===== src/rtl/patch_pkg.sv =====
// Shared types and helpers for the patch sample node.
//   state_e  : patch engine FSM states
//   target_e : which output(s) an armed patch overrides
//   sat_inc  : saturating increment for counters up to 32 bits wide
package patch_pkg;

  typedef enum logic [1:0] {
    IDLE   = 2'd0,
    ARMED  = 2'd1,
    ACTIVE = 2'd2
  } state_e;

  // Bit 0 selects out, bit 1 selects out3.
  typedef enum logic [1:0] {
    T_NONE = 2'd0,
    T_OUT  = 2'd1,
    T_OUT3 = 2'd2,
    T_BOTH = 2'd3
  } target_e;

  // Increment v, holding at the all-ones value of a w-bit counter.
  function automatic logic [31:0] sat_inc(input logic [31:0] v, input int unsigned w);
    logic [31:0] max_v;
    max_v = (w >= 32) ? '1 : ((32'd1 << w) - 32'd1);
    return (v >= max_v) ? max_v : (v + 32'd1);
  endfunction

endpackage : patch_pkg


===== src/rtl/patch_trigger_fsm.sv =====
// Patch engine control: cfg latch, match/trigger FSM, hold counter, hit counter.
// Ports:
//   clk, rst                      clock, synchronous active-high reset
//   a                             observed input
//   cfg_valid/cfg_ready           configuration handshake (ready only in IDLE)
//   cfg_mask/match/value/hold/target  configuration fields
//   abort                         cancels an armed or active patch
//   patch_active                  override currently applied
//   tgt_out, tgt_out3, value      override selection and value for the datapath
//   done                          one-cycle pulse after a normally completed override
//   hit_cnt                       saturating trigger count
module patch_trigger_fsm
  import patch_pkg::*;
#(
  parameter int unsigned WIDTH  = 8,
  parameter int unsigned HOLD_W = 4,
  parameter int unsigned CNT_W  = 8
) (
  input  logic              clk,
  input  logic              rst,
  input  logic [WIDTH-1:0]  a,
  input  logic              cfg_valid,
  output logic              cfg_ready,
  input  logic [WIDTH-1:0]  cfg_mask,
  input  logic [WIDTH-1:0]  cfg_match,
  input  logic [WIDTH-1:0]  cfg_value,
  input  logic [HOLD_W-1:0] cfg_hold,
  input  logic [1:0]        cfg_target,
  input  logic              abort,
  output logic              patch_active,
  output logic              tgt_out,
  output logic              tgt_out3,
  output logic [WIDTH-1:0]  value,
  output logic              done,
  output logic [CNT_W-1:0]  hit_cnt
);

  state_e             state_q, state_d;
  logic [WIDTH-1:0]   mask_q, match_q, value_q;
  logic [HOLD_W-1:0]  hold_q;
  target_e            target_q;
  logic [HOLD_W-1:0]  cnt_q;
  logic [CNT_W-1:0]   hit_q;
  logic               done_q, active_q, ready_q;

  logic               accept_c, match_c, trigger_c, finish_c;
  logic               done_d, active_d, ready_d;

  assign accept_c = cfg_valid && ready_q;
  assign match_c  = ((a ^ match_q) & mask_q) == '0;

  // State register
  always_ff @(posedge clk) begin
    if (rst) state_q <= IDLE;
    else     state_q <= state_d;
  end

  // Next-state logic; abort has priority in every state
  always_comb begin
    state_d = state_q;
    unique case (state_q)
      IDLE: begin
        if (!abort && accept_c && (cfg_target != 2'(T_NONE))) state_d = ARMED;
      end
      ARMED: begin
        if (abort)        state_d = IDLE;
        else if (match_c) state_d = ACTIVE;
      end
      ACTIVE: begin
        if (abort || (cnt_q == '0)) state_d = IDLE;
      end
      default: state_d = IDLE;
    endcase
  end

  // Output / control decode
  always_comb begin
    trigger_c = 1'b0;
    finish_c  = 1'b0;
    done_d    = 1'b0;
    active_d  = (state_d == ACTIVE);
    ready_d   = (state_d == IDLE);
    if (state_q == ARMED && !abort && match_c)        trigger_c = 1'b1;
    if (state_q == ACTIVE && !abort && cnt_q == '0)   finish_c  = 1'b1;
    done_d = finish_c;
  end

  // Configuration, counters and registered outputs
  always_ff @(posedge clk) begin
    if (rst) begin
      mask_q   <= '0;
      match_q  <= '0;
      value_q  <= '0;
      hold_q   <= '0;
      target_q <= T_NONE;
      cnt_q    <= '0;
      hit_q    <= '0;
      done_q   <= 1'b0;
      active_q <= 1'b0;
      ready_q  <= 1'b1;
    end else begin
      if (accept_c) begin
        mask_q   <= cfg_mask;
        match_q  <= cfg_match;
        value_q  <= cfg_value;
        hold_q   <= cfg_hold;
        target_q <= target_e'(cfg_target);
      end
      if (trigger_c) begin
        cnt_q <= hold_q;
        hit_q <= CNT_W'(sat_inc(32'(hit_q), CNT_W));
      end else if (state_q == ACTIVE && cnt_q != '0) begin
        cnt_q <= cnt_q - HOLD_W'(1);
      end
      done_q   <= done_d;
      active_q <= active_d;
      ready_q  <= ready_d;
    end
  end

  assign cfg_ready    = ready_q;
  assign patch_active = active_q;
  assign tgt_out      = target_q[0];
  assign tgt_out3     = target_q[1];
  assign value        = value_q;
  assign done         = done_q;
  assign hit_cnt      = hit_q;

endmodule : patch_trigger_fsm


===== src/rtl/patch_sample_node.sv =====
// WIDTH-bit sample node with an integrated patch engine that can override out/out3.
// Ports:
//   clk, rst            clock, synchronous active-high reset
//   a, b                datapath inputs (a is also the match source)
//   out                 a & b, or the override value (combinational)
//   out2                ~out | b (combinational, from the final out)
//   out3                registered a, or the override value
//   cfg_*               patch configuration over valid/ready
//   abort               cancels an armed or active patch
//   patch_active, done, hit_cnt  engine status
module patch_sample_node
  import patch_pkg::*;
#(
  parameter int unsigned WIDTH  = 8,
  parameter int unsigned HOLD_W = 4,
  parameter int unsigned CNT_W  = 8
) (
  input  logic              clk,
  input  logic              rst,
  input  logic [WIDTH-1:0]  a,
  input  logic [WIDTH-1:0]  b,
  output logic [WIDTH-1:0]  out,
  output logic [WIDTH-1:0]  out2,
  output logic [WIDTH-1:0]  out3,
  input  logic              cfg_valid,
  output logic              cfg_ready,
  input  logic [WIDTH-1:0]  cfg_mask,
  input  logic [WIDTH-1:0]  cfg_match,
  input  logic [WIDTH-1:0]  cfg_value,
  input  logic [HOLD_W-1:0] cfg_hold,
  input  logic [1:0]        cfg_target,
  input  logic              abort,
  output logic              patch_active,
  output logic              done,
  output logic [CNT_W-1:0]  hit_cnt
);

  logic             tgt_out, tgt_out3;
  logic [WIDTH-1:0] value;
  logic [WIDTH-1:0] out3_q;

  patch_trigger_fsm #(
    .WIDTH (WIDTH),
    .HOLD_W(HOLD_W),
    .CNT_W (CNT_W)
  ) u_fsm (
    .clk         (clk),
    .rst         (rst),
    .a           (a),
    .cfg_valid   (cfg_valid),
    .cfg_ready   (cfg_ready),
    .cfg_mask    (cfg_mask),
    .cfg_match   (cfg_match),
    .cfg_value   (cfg_value),
    .cfg_hold    (cfg_hold),
    .cfg_target  (cfg_target),
    .abort       (abort),
    .patch_active(patch_active),
    .tgt_out     (tgt_out),
    .tgt_out3    (tgt_out3),
    .value       (value),
    .done        (done),
    .hit_cnt     (hit_cnt)
  );

  // Combinational outputs; out2 is derived from the possibly patched out
  assign out  = (patch_active && tgt_out) ? value : (a & b);
  assign out2 = ~out | b;

  // out3 samples the override value instead of a on each ACTIVE edge
  always_ff @(posedge clk) begin
    if (rst)                       out3_q <= '0;
    else if (patch_active && tgt_out3) out3_q <= value;
    else                           out3_q <= a;
  end

  assign out3 = out3_q;

endmodule : patch_sample_node


===== config.mk =====
export PLATFORM = sky130hd
export DESIGN_NAME = patch_sample_node
export DESIGN_NICKNAME = d
export VERILOG_FILES = /design/src/rtl/patch_pkg.sv /design/src/rtl/patch_trigger_fsm.sv /design/src/rtl/patch_sample_node.sv
export SDC_FILE = /design/constraint.sdc
export NUM_CORES = 1
export LEC_CHECK = 0
export CAP_MARGIN = 10
export CORE_MARGIN = 10
export CORE_UTILIZATION = 41
export DETAILED_ROUTE_END_ITERATION = 16
export GPL_TIMING_DRIVEN = 0
export MAX_ROUTING_LAYER = met4
export PLACE_DENSITY = 0.76
export SYNTH_ARGS = -nofsm -noshare
export SYNTH_HDL_FRONTEND = slang
export SYNTH_HIERARCHICAL = 1
export SYNTH_SLANG_ARGS = --single-unit
export TNS_END_PERCENT = 30

===== constraint.sdc =====
create_clock -name clk -period 1.84 [get_ports clk]
set_input_delay 0.184 -clock clk [delete_from_list [all_inputs] [get_ports clk]]
set_output_delay 0.184 -clock clk [all_outputs]
set_load 0.02 [all_outputs]

* Yosys cells after proc, flatten, opt, wreduce, memory -nomap -nowiden
Index checks and enable logic that the tools add are counted.
Word-level totals: flip-flop bits (word level) 55, bits in latches 0, memory bits (writable) 0, ROM bits 0, output and inout port bits 35, word-level logic and storage cells 54, memories kept 0
Operators by class: add/subtract/negate cells 2, $mul 0, div/mod/pow operators 0, $lt $le $gt $ge 1, equality and inequality tests 3, shift operators 0, mux-type cells 12, bitwise gates (word level) 5, reductions and logical operators 19
Operators by type and width (number):
- $mux W8 | 3
- $and A8 B8 Y8 | 2
- $logic_and A1 B1 Y1 | 10
- $add A8 B1 Y8 const B | 1
- $ge A8 B8 Y1 const B | 1
- $logic_not A8 Y1 | 1
- $mux W2 | 4
- $mux W4 | 2
- $not A8 Y8 | 1
- $or A8 B8 Y8 | 1
- $xor A8 B8 Y8 | 1
- $pmux W2 S3 | 1
- $eq A2 B2 Y1 const B | 2
- $logic_not A2 Y1 | 2
- $logic_not A4 Y1 | 1
- $reduce_bool A2 Y1 | 2
- $reduce_bool A4 Y1 | 1
- $sub A4 B1 Y4 const B | 1
- $eq A2 B1 Y1 const B | 1
- $mux W1 | 2
- $logic_not A1 Y1 | 1
- $logic_or A1 B1 Y1 | 1

* Longest topological paths before layout
depth after elaboration 7, depth in mapped cells 7, gate-level depth less buffers 7

* Modules after synthesis
Netlist, hierarchy kept.
Modules (own cells, without submodules):
- patch_trigger_fsm | instances 1, cells an instance 243, area each 1966.9 µm²
- patch_sample_node | instances 1, cells an instance 74, area each 581.8 µm²

* Worst setup path before layout
OpenSTA, ideal clock, no wires.
path type flip-flop to flip-flop, start reg u_fsm.cnt_q[0], end reg u_fsm.cnt_q[3], data arrival time 1.636 ns, required time 1.754 ns, setup slack 0.118 ns, stages on the path, launching flop included 8, buffers on the path 0, period minus slack after synthesis 1.722 ns, cells stage by stage dfxtp_1 -> inv_1 -> ha_1 -> nor2b_1 -> a21oi_1 -> a31oi_1 -> and3_1 -> a211oi_1
Between the ends: longest elaborated chain between the ends 3, elaborated cells on any way between the ends 6
Ends and longest elaborated chain:
- from (decl) | RTL line patch_trigger_fsm.sv:42 | logic [HOLD_W-1:0] cnt_q;
- from (signal assigned) | RTL line patch_trigger_fsm.sv:110 | cnt_q <= hold_q;
- from (signal assigned) | RTL line patch_trigger_fsm.sv:113 | cnt_q <= cnt_q - HOLD_W'(1);
- $sub A4 B1 Y4 or $reduce_bool A4 Y1 (tied branches) | RTL line patch_trigger_fsm.sv:113, patch_trigger_fsm.sv:112
- $mux W4 or $logic_and A1 B1 Y1 (tied branches) | RTL line patch_trigger_fsm.sv:112 | end else if (state_q == ACTIVE && cnt_q != '0) begin
- $mux W4 or $reduce_bool A2 Y1 (tied branches)
Parallel ways exist; a longest one is shown, timed or not. The select of a mux whose other input is x is not followed. A chain may end at the register's enable or synchronous reset.

* Final worst setup path
start reg u_fsm.active_q (netlist: u_fsm/patch_active), end out out[3]
Between the ends: longest elaborated chain between the ends 2
Ends and longest elaborated chain:
- from (decl) | RTL line patch_trigger_fsm.sv:44 | logic done_q, active_q, ready_q;
- from (signal assigned) | RTL line patch_trigger_fsm.sv:116 | active_q <= active_d;
- $logic_and A1 B1 Y1 | RTL line patch_sample_node.sv:67 | assign out = (patch_active && tgt_out) ? value : (a & b);
- $mux W8 | RTL line patch_sample_node.sv:67
- to (decl) | RTL line patch_sample_node.sv:22 | output logic [WIDTH-1:0] out,
Every way passes these cells.

==> run summary <==
The tools report the final-report max-slew violation count as 0. The root buffer cell is sky130_fd_sc_hd__clkbuf_8. For the clock buffer count from CTS, the log shows 5. Kind of start point of the critical path: a register. The run gives 0 as the number of design rule violations left after detail routing.

The clock tree synthesis step divided the H-tree into 2 levels. At the pin with the least slew margin, the transition time is 504 ps. The sort of element at the end of the critical path is a primary output. The total of buffers placed on input and output ports works out to 83. The power density of the placed cells works out to 676 mW/mm². The initialized floorplan defines 28 standard-cell rows.

For the number of top-level pins, the log shows 85. The final-report hold violation count is 0. The number of distinct library cells after synthesis came out at 39. For the final database, setup skew stands at 9.68 ps. After synthesis the cells add up to 0.00255 mm². STA puts the critical path data required time at 1660 ps.

Number of antenna violations at the first check in global routing: 0. TritonCTS built the clock tree. The final layout contains routed wiring with a total length of 7910 µm.

For the design area, the log shows 0.00359 mm². Based on the critical path, the design can be clocked at up to 557 MHz. The fraction of the cycle the final worst path needs was 97.6%.

For the finished layout, the period the worst path requires is 1800 ps. The post-route antenna net violation count came out at 0. For the worst setup path, the data arrival time is 1610 ps. The logs give 42.5% for the effective utilization at floorplan and 5950 µm for the sum of net half-perimeters after detailed placement. Clock-pin slew was measured on the worst setup and hold paths at 110 ps. The number of cells produced by synthesis is 317. The routed layout has 2,613 vias.

Dividing the detail-routed wire length by the instance count gives 16.3 µm. The clock passes through at most 2 buffers. After synthesis, the mean cell area works out to 8.04 µm². The first global-routing pass estimated 13,000 µm of wire.

The count of cells in the finished layout, fillers not included, comes to 486. Once placement finished, the instance area stood at 0.00347 mm². The clock reaches the later pin of the worst-skew pair after 310 ps.

For the global-route congestion overflow total, the log shows 0. Number of flip-flops and latches in the synthesized netlist: 55. In this run the standard cell core region covers 0.00599 mm². The area of the die was 0.00977 mm². The run finished with clean final reports. The path category of the worst min-delay check is input port to register. Global routing used 16.1% of the available tracks across all layers. From synthesis to final layout, the design area changed by 40.8%.

In the final layout, the share of cells above drive strength 1 is 13.1%. Entering global routing, the biggest net connects 18 pins. Hold repair after CTS inserted 0 buffers. The worst pin sits at a relative slew slack of 66.4%.

IR analysis of the VDD net gives a maximum drop of 476 µV. When the netlist entered floorplanning its net count stood at 369. Final-layout setup total negative slack: 0 ps. The proportion of synthesized chip area in sequential cells came out at 43.2%. The logs give 4 for the first-pass iteration count of the detailed router and 158 for the count of routing violations after the opening detailed-route iteration. The analysis attributes to cell leakage a power of 1.36 nW.

The run gives 59.9% as the final cell utilization of the core. Setup repair after global routing could not meet its margin everywhere. Of all nets on the critical path, the largest fanout is 7. Critical path class: register to primary output. The floorplan step set the die width to 98.8 µm.

The tool flagged a number of max-cap violations equal to 0. The clock drives 55 sinks. The repair_antennas step left the layout with diodes totalling 0. The routability congestion estimate from global placement is 0.826. The final layout contains 462 nets. For the via count of the first global-routing pass, the log shows 2,515. The height of the die is 98.8 µm, and the number of instances in the placed design is 475.

During synthesis, Yosys emitted a total of 6 warnings. Setup violations remaining at the end of the flow were counted as 0. Number of vias per cell: 5.38.
stage by stage:
step	power [mW]	setup WS [ps]	hold WS (ps)
floorplan	1.51	118	263
global placement	1.72	-577	443
detailed placement	1.73	-617	449
CTS	2.44	14.6	220
global route	2.53	-15.6	244
finish	2.43	43.3	246
final timing paths:
kind                           start                end  slack (ps)  cells after the start
setup / recovery  u_fsm/patch_active             out[3]          40                      5
setup reg to reg    u_fsm/match_q[1]     u_fsm/cnt_q[2]         110                      7
hold reg to reg    u_fsm/target_q[1]  u_fsm/target_q[1]         460                      2
hold / removal                   rst            out3[6]         250                      2
sequential cells by signal, summed over array words and instances, names as in the netlist:
signal / flops
u_fsm/cnt_q: 4
u_fsm/cfg_ready: 1
out3: 8
u_fsm/match_q: 8
u_fsm/target_q: 2
u_fsm/hit_cnt: 8
u_fsm/hold_q: 4
u_fsm/value: 8
u_fsm/done: 1
u_fsm/patch_active: 1
u_fsm/state_q: 2
u_fsm/mask_q: 8
layout by cell type, fill, tap and decap left out, types with 7 or more instances in the layout:
master	Yosys	routed
sky130_fd_sc_hd__nor2_1	8	7
sky130_fd_sc_hd__clkdlybuf4s50_1	0	65
sky130_fd_sc_hd__nand2_1	79	79
sky130_fd_sc_hd__xor2_1	8	8
sky130_fd_sc_hd__nand3_1	18	18
sky130_fd_sc_hd__a21oi_1	43	42
sky130_fd_sc_hd__nand3b_1	8	8
sky130_fd_sc_hd__dfxtp_1	55	53
sky130_fd_sc_hd__o21ai_0	8	8
sky130_fd_sc_hd__nor3_1	8	8
sky130_fd_sc_hd__clkbuf_1	12	11
sky130_fd_sc_hd__clkbuf_2	1	8
sky130_fd_sc_hd__a21bo_2	8	8
metal layers:
layer  vias up  part of all wire (%)  global-route usage (%)
met5         -                     0                       -
li1       1283                     -                       -
met1      1226                    48                    21.5
met2        98                    45                    24.3
met4         0                   1.1                    3.53
met3         6                   6.5                    3.42
critical path, cell delays in order (launching register included):
cell,delay [ps]
sky130_fd_sc_hd__dfxtp_2,350
sky130_fd_sc_hd__buf_4,160
sky130_fd_sc_hd__and2_4,140
sky130_fd_sc_hd__buf_6,120
sky130_fd_sc_hd__o21ai_0,190
sky130_fd_sc_hd__clkdlybuf4s15_1,350
cells by family (layout without fill, tap and decap cells):
| logic type | count (synthesis) | in the layout | share of synthesized area [%] |
|---|---|---|---|
| buffers and inverters | 27 | 121 | 5.89 |
| flip-flops | 55 | 55 | 43.2 |
| XOR/XNOR | 10 | 10 | 3.44 |
| multiplexers | 1 | 1 | 0.393 |
| adder cells (fa/ha/maj) | 2 | 2 | 0.982 |
| AND/OR/NAND/NOR | 142 | 142 | 26.1 |
| AO/OA/AOI/OAI | 80 | 80 | 20.0 |
cells in the mapped netlist:
cell type	instances	area (µm²)
sky130_fd_sc_hd__nor4b_1	1	8.76
sky130_fd_sc_hd__and2_4	1	8.76
sky130_fd_sc_hd__clkbuf_1	12	45.0
sky130_fd_sc_hd__ha_1	2	25.0
sky130_fd_sc_hd__a21bo_2	8	80.1
sky130_fd_sc_hd__nor3_1	8	40.0
sky130_fd_sc_hd__nand2_1	79	297
sky130_fd_sc_hd__nand3_1	18	90.1
sky130_fd_sc_hd__buf_2	2	10.0
sky130_fd_sc_hd__nand2b_1	1	6.26
sky130_fd_sc_hd__nand4_1	2	12.5
sky130_fd_sc_hd__and4_2	1	10.0
sky130_fd_sc_hd__and2_1	4	25.0
sky130_fd_sc_hd__a21oi_1	43	215
sky130_fd_sc_hd__dfxtp_1	55	1100
sky130_fd_sc_hd__nor2_1	8	30.0
sky130_fd_sc_hd__xnor2_1	2	17.5
sky130_fd_sc_hd__buf_1	1	3.75
sky130_fd_sc_hd__a41oi_1	2	17.5
sky130_fd_sc_hd__buf_6	6	67.6
sky130_fd_sc_hd__mux2i_1	1	10.0
sky130_fd_sc_hd__o21ai_0	8	40.0
sky130_fd_sc_hd__and2_2	1	7.51
sky130_fd_sc_hd__nand2_2	1	6.26
sky130_fd_sc_hd__a222oi_1	1	10.0
sky130_fd_sc_hd__clkbuf_2	1	5.00
sky130_fd_sc_hd__a311oi_1	5	43.8
sky130_fd_sc_hd__and4_1	1	8.76
sky130_fd_sc_hd__and4b_1	1	10.0
sky130_fd_sc_hd__xor2_1	8	70.1
sky130_fd_sc_hd__and3_1	6	37.5
sky130_fd_sc_hd__nand3b_1	8	60.1
sky130_fd_sc_hd__nor2b_1	1	6.26
sky130_fd_sc_hd__inv_1	5	18.8
sky130_fd_sc_hd__a211oi_1	4	30.0
sky130_fd_sc_hd__a31oi_1	4	25.0
sky130_fd_sc_hd__o21ai_2	2	17.5
sky130_fd_sc_hd__a41oi_2	1	16.3
sky130_fd_sc_hd__a22oi_1	2	15.0
report_power, final:
group / total, mW / internal (mW) / switching, mW
logic: 0.426 / 0.214 / 0.212
clock network: 0.717 / 0.308 / 0.408
registers: 1.29 / 1.25 / 0.0394
timing repair:
action | in CTS | in global routing
buffers inserted | 2 | 1
gates resized for setup | 34 | 29
setup endpoints to repair | 30 | 23
hold endpoints to repair | 0 | 0
pin swaps | 1 | 3
area by class of cell:
class / count / area [µm²]
plain buffers: 22 / 138
clock buffers: 6 / 82.6
clock inverters: 2 / 16.3
fillers: 550 / 2400
inverters: 5 / 18.8
multi-input cells: 235 / 1320
flip-flops and latches: 55 / 1100
well taps: 75 / 93.8
repair buffers: 86 / 818
Power figures use the tool's default switching activity.
